`src/rtl/comm_recv_demap.sv`:
```
// comm_recv_demap: hard-decision BPSK/QPSK demapper that packs data-subcarrier bits LSB-first
// into 32-bit words behind a 4-deep first-word-fall-through FIFO. Optional: COMM_RECV_RAW_EN.
module comm_recv_demap #(
  parameter int MODTYPE = 1,
  parameter int NSC     = 32,
  parameter int WIDTH   = 11
) (
  input  logic                    CLK,
  input  logic                    RST,
  input  logic                    valid_x,
  input  logic                    sof_x,
  input  logic signed [WIDTH-1:0] xr,
  input  logic signed [WIDTH-1:0] xi,
  output logic                    valid_o,
  output logic [31:0]             data_o,
  input  logic                    ack_o,
  output logic                    overflow
`ifdef COMM_RECV_RAW_EN
  ,
  output logic                    valid_raw,
  output logic [5:0]              raw
`endif
);

  localparam logic [5:0] NSC_B    = 6'(NSC);
  localparam logic [4:0] POS_STEP = 5'(MODTYPE);
  localparam logic [4:0] POS_LAST = 5'(32 - MODTYPE);

  typedef enum logic [1:0] {
    IDLE    = 2'd0,
    COLLECT = 2'd1,
    SKIP    = 2'd2
  } state_t;

  // Zero counts as the positive constellation point.
  function automatic logic hard_dec(input logic signed [WIDTH-1:0] v);
    return (v >= 0);
  endfunction

  state_t      state;
  logic [5:0]  bin_q;
  logic [5:0]  bin_cur;
  logic        b_re;
  logic        b_im;
  logic        dec_en;
  logic        word_done;
  logic [4:0]  pos_q;
  logic [31:0] sr_q;
  logic [31:0] sr_next;
  logic [31:0] word_p1;
  logic        vld_p1;

  logic [31:0] mem [4];
  logic [1:0]  wr_ptr;
  logic [1:0]  rd_ptr;
  logic [2:0]  cnt;
  logic        push;
  logic        pop;
  logic        full;
  logic        push_ok;
  logic        drop;

  // Stage p0: bin tracking, decision and packer input (combinational on the beat).
  always_comb begin
    bin_cur   = sof_x ? 6'd0 : bin_q + 6'd1;
    b_re      = hard_dec(xr);
    b_im      = hard_dec(xi);
    dec_en    = valid_x && !sof_x && (state == COLLECT) &&
                (bin_cur != 6'd0) && (bin_cur <= NSC_B);
    word_done = dec_en && (pos_q == POS_LAST);
    sr_next   = (MODTYPE == 2) ? {b_im, b_re, sr_q[31:2]} : {b_re, sr_q[31:1]};
  end

  // FIFO side: head falls through, a full FIFO accepts a push only alongside a pop.
  always_comb begin
    full    = (cnt == 3'd4);
    valid_o = (cnt != 3'd0);
    pop     = valid_o && ack_o;
    push    = vld_p1;
    push_ok = push && (!full || pop);
    drop    = push && full && !pop;
    data_o  = valid_o ? mem[rd_ptr] : 32'd0;
  end

`ifdef COMM_RECV_RAW_EN
  logic [5:0] raw_bits;
  always_comb begin
    raw_bits = (MODTYPE == 2) ? {4'd0, b_im, b_re} : {5'd0, b_re};
  end
`endif

  always_ff @(posedge CLK or negedge RST) begin
    if (!RST) begin
      state    <= IDLE;
      bin_q    <= 6'd0;
      pos_q    <= 5'd0;
      vld_p1   <= 1'b0;
      wr_ptr   <= 2'd0;
      rd_ptr   <= 2'd0;
      cnt      <= 3'd0;
      overflow <= 1'b0;
`ifdef COMM_RECV_RAW_EN
      valid_raw <= 1'b0;
      raw       <= 6'd0;
`endif
    end else begin
      // Stage p1: completed word flagged for the FIFO write on the following edge.
      vld_p1 <= word_done;
      if (valid_x) begin
        bin_q <= bin_cur;
        case (state)
          IDLE: begin
            if (sof_x) state <= COLLECT;
          end
          COLLECT: begin
            if (sof_x) begin
              pos_q <= 5'd0;
            end else if (dec_en) begin
              pos_q <= pos_q + POS_STEP;
              if (bin_cur == NSC_B) state <= SKIP;
            end
          end
          SKIP: begin
            if (sof_x || bin_cur == 6'd0) begin
              state <= COLLECT;
              pos_q <= 5'd0;
            end
          end
          default: state <= IDLE;
        endcase
      end
      // Stage p2: FIFO bookkeeping.
      if (push_ok) wr_ptr <= wr_ptr + 2'd1;
      if (pop) rd_ptr <= rd_ptr + 2'd1;
      case ({push_ok, pop})
        2'b10:   cnt <= cnt + 3'd1;
        2'b01:   cnt <= cnt - 3'd1;
        default: cnt <= cnt;
      endcase
      if (drop) overflow <= 1'b1;
`ifdef COMM_RECV_RAW_EN
      valid_raw <= dec_en;
      if (dec_en) raw <= raw_bits;
`endif
    end
  end

  always_ff @(posedge CLK) begin
    if (dec_en) sr_q <= sr_next;
    if (word_done) word_p1 <= sr_next;
    if (push_ok) mem[wr_ptr] <= word_p1;
  end

endmodule
```
`config.mk`:
```
export PLATFORM = sky130hd
export DESIGN_NAME = comm_recv_demap
export DESIGN_NICKNAME = d
export VERILOG_FILES = /design/src/rtl/comm_recv_demap.sv
export SDC_FILE = /design/constraint.sdc
export NUM_CORES = 1
export LEC_CHECK = 0
export CORE_MARGIN = 5
export CORE_UTILIZATION = 47
export CTS_BUF_LIST = sky130_fd_sc_hd__clkbuf_4
export CTS_CLUSTER_DIAMETER = 40
export CTS_CLUSTER_SIZE = 24
export DETAILED_ROUTE_END_ITERATION = 8
export PLACE_DENSITY = 0.67
export SLEW_MARGIN = 20
export SYNTH_ARGS = -nofsm -noshare
export SYNTH_HDL_FRONTEND = slang
export SYNTH_SLANG_ARGS = --single-unit
export TNS_END_PERCENT = 20
```
`constraint.sdc`:
```
create_clock -name CLK -period 6.4 [get_ports CLK]
set_input_delay 1.28 -clock CLK [delete_from_list [all_inputs] [get_ports CLK]]
set_output_delay 1.28 -clock CLK [all_outputs]
set_load 0.02 [all_outputs]
```
==> impl_metrics.env <==
export IMPL_h_tree_depth=1
export IMPL_period_share_pct=68.1
export IMPL_placed_area_um2=8720
export IMPL_drc=0
export IMPL_dr_pass1_iters=4
export IMPL_synth_warning_count=0
export IMPL_ys_ff_latch=213
export IMPL_startpoint_type="flip-flop"
export IMPL_final_util_pct=55.0
export IMPL_drt_initial_drc_count=201
export IMPL_core_area_um2=16700
export IMPL_worst_slew_pin_slew_ns=0.806
export IMPL_post_cts_buffers=0
export IMPL_maxCapViolations=0
export IMPL_layout_setup_ws_ns=2.04
export IMPL_fin_total_pwr_mw=2.48
export IMPL_ios=61
export IMPL_drive_above_1_share_pct=20.4
export IMPL_root_buffer="clkbuf_4"
export IMPL_grt_ovfl_total=0
export IMPL_cp_data_required_time_ns=5.12
export IMPL_syn_inst=403
export IMPL_start_util_pct=48.1
export IMPL_rsz0062_at_grt="false"
export IMPL_cts_hold_buf=0
export IMPL_post_route_min_period_ns=4.36
export IMPL_globalplace_congestion=0.767
export IMPL_hp_class="flip-flop to flip-flop"
export IMPL_wirelength_mm=12.9
export IMPL_synthFlopType="edfxtp_1"
export IMPL_cts_buffer_depth=3
export IMPL_slew_viol_final=0
export IMPL_clock_sinks=213
export IMPL_antenna_found_initial=0
export IMPL_max_slew_margin_pct=46.1
export IMPL_setup_violations=0
export IMPL_grt_usage_pct=13.4
export IMPL_postLayoutCellArea_um2=9190
export IMPL_grt_pass1_vias=3984
export IMPL_ys_async_sr_fraction_pct=10.3
export IMPL_num_antenna_cells=0
export IMPL_cts_repair_resized=0
export IMPL_crit_fanout=24
export IMPL_io_buffers=39
export IMPL_die_x_um=141
export IMPL_clkLatencyLatePin_ns=0.65
export IMPL_area_delta_synth_final_pct=14.4
export IMPL_dpl_hpwl_mm=7.59
export IMPL_cts_tree="yes"
export IMPL_critPathCaptureType="output port"
export IMPL_synth_area_per_cell_um2=19.9
export IMPL_dieArea_um2=19800
export IMPL_worst_hold_slack_ns=0.437
export IMPL_syn_area_um2=8030
export IMPL_yosysSeqAreaShare_pct=78.3
export IMPL_yosysUniqueCellTypes=48
export IMPL_viasPerCell=5.37
export IMPL_crit_arrival_ns=3.08
export IMPL_ant_nets=0
export IMPL_clk_pin_slew_ns=0.13
export IMPL_syn_nets=439
export IMPL_cts_made_buffers=26
export IMPL_grt_pass1_wl_mm=21.1
export IMPL_fin_skew_ns=0.0283
export IMPL_setup_worst_path_class="flip-flop to output port"
export IMPL_final_hold_viol_count=0
export IMPL_die_h_um=141
export IMPL_synth_edf_count=191
export IMPL_status="completed"
export IMPL_vias=3785
export IMPL_timing_fmax_mhz=229
export IMPL_grt_max_degree=33
export IMPL_tns_ns=0
export IMPL_fin_cells=705
export IMPL_post_place_ws_ns=2.45
export IMPL_p_leak_nw=3.04
export IMPL_vdd_drop_max_mv=0.156
export IMPL_dp_cells=657
export IMPL_layout_nets=501
export IMPL_routedWlPerCell_um=18.3
export IMPL_power_density_nw_per_um2=270
export IMPL_rows=47
## state kept, by name, indices dropped and copies added, names as in the netlist
signal	flops
mem	128
word_p1	32
sr_q	31
bin_q	6
pos_q	5
cnt	3
rd_ptr	2
state	2
wr_ptr	2
overflow	1
push	1
## Yosys cell counts, types with 2 or more instances
cell	instances	area [um2]
and3_1	3	18.8
dfrtp_1	22	551
nor2b_1	6	37.5
nand2_1	12	45.0
a22o_1	3	26.3
edfxtp_1	191	5740
buf_2	3	15.0
o21ai_1	2	10.0
o31ai_1	2	15.0
inv_1	10	37.5
and2_1	39	244
xor2_1	3	26.3
nor4_1	3	18.8
xnor2_1	3	26.3
mux4_2	32	721
clkbuf_1	11	41.3
a21oi_1	2	10.0
o21ai_0	11	55.1
nor2_1	7	26.3
ha_1	8	100
nand2b_1	2	12.5
nor3_1	2	10.0
## layout by cell type, fill, tap and decap left out, types with 2 or more instances in the layout
cell type / n
edfxtp_1: 191
and2_1: 39
clkdlybuf4s50_1: 38
mux4_2: 32
clkbuf_4: 26
dfrtp_1: 21
nand2_1: 12
o21ai_0: 11
inv_1: 10
ha_1: 8
buf_4: 8
nor2_1: 7
nor2b_1: 6
inv_6: 5
inv_8: 5
clkinv_8: 4
and3_1: 3
nor4_1: 3
xnor2_1: 3
a22o_1: 3
xor2_1: 3
o21ai_1: 2
nor3_1: 2
nand2b_1: 2
o31ai_1: 2
a21oi_1: 2
bufinv_16: 2
clkinv_4: 2
## per-layer routing
layer  share of wire, %  wire length, um  track usage, %  up-vias
met3                5.0              640            2.71       26
met2                 50             6490            22.7      104
met4                1.7              218            3.52        0
met5                  0                0               0        -
li1                   -                -               -     1718
met1                 43             5580            18.0     1937
## layout make-up
| type | count | area (um2) |
|---|---|---|
| Fill cell | 1317 | 7510 |
| Sequential cell | 213 | 6290 |
| Multi-Input combinational cell | 166 | 1660 |
| Timing Repair Buffer | 48 | 460 |
| Clock inverter | 22 | 275 |
| Tap cell | 220 | 275 |
| Clock buffer | 26 | 195 |
| Inverter | 10 | 37.5 |
## path summary, 6_finish.rpt
| kind | startpoint | end | slack [ns] | cells after the start |
|---|---|---|---|---|
| worst max-delay path | rd_ptr[0]$_DFFE_PN0N_ | data_o[1] | 2.04 | 4 |
| worst min-delay path | sr_q[1]$_DFFE_PP_ | word_p1[0]$_DFFE_PP_ | 0.44 | 0 |
| worst max register to register | bin_q[0]$_DFFE_PN0P_ | word_p1[2]$_DFFE_PP_ | 3.37 | 7 |
| worst min register to register | sr_q[1]$_DFFE_PP_ | word_p1[0]$_DFFE_PP_ | 0.44 | 0 |
| max in group asynchronous | RST | rd_ptr[0]$_DFFE_PN0N_ | 5.44 | 1 |
| min in group asynchronous | RST | overflow$_DFFE_PN0P_ | 0.59 | 1 |
## where the power goes
part | internal (mW) | total, mW | switching [mW]
logic | 0.0188 | 0.0480 | 0.0291
registers | 1.52 | 1.54 | 0.0156
clock network | 0.347 | 0.896 | 0.549
## critical path: stages (launching register included)
cell,delay (ns)
dfrtp_2,0.63
buf_4,0.52
mux4_2,0.59
and2_1,0.17
clkdlybuf4s50_1,0.53
## kinds of logic after synthesis
logic type | share of synthesized area, %
xor+xnor | 0.655
fa+ha+maj | 1.50
simple gates | 6.23
mux | 9.24
flops | 78.3
compound gates | 2.93
buf+inv | 1.17
Power figures use the tool's default switching activity.
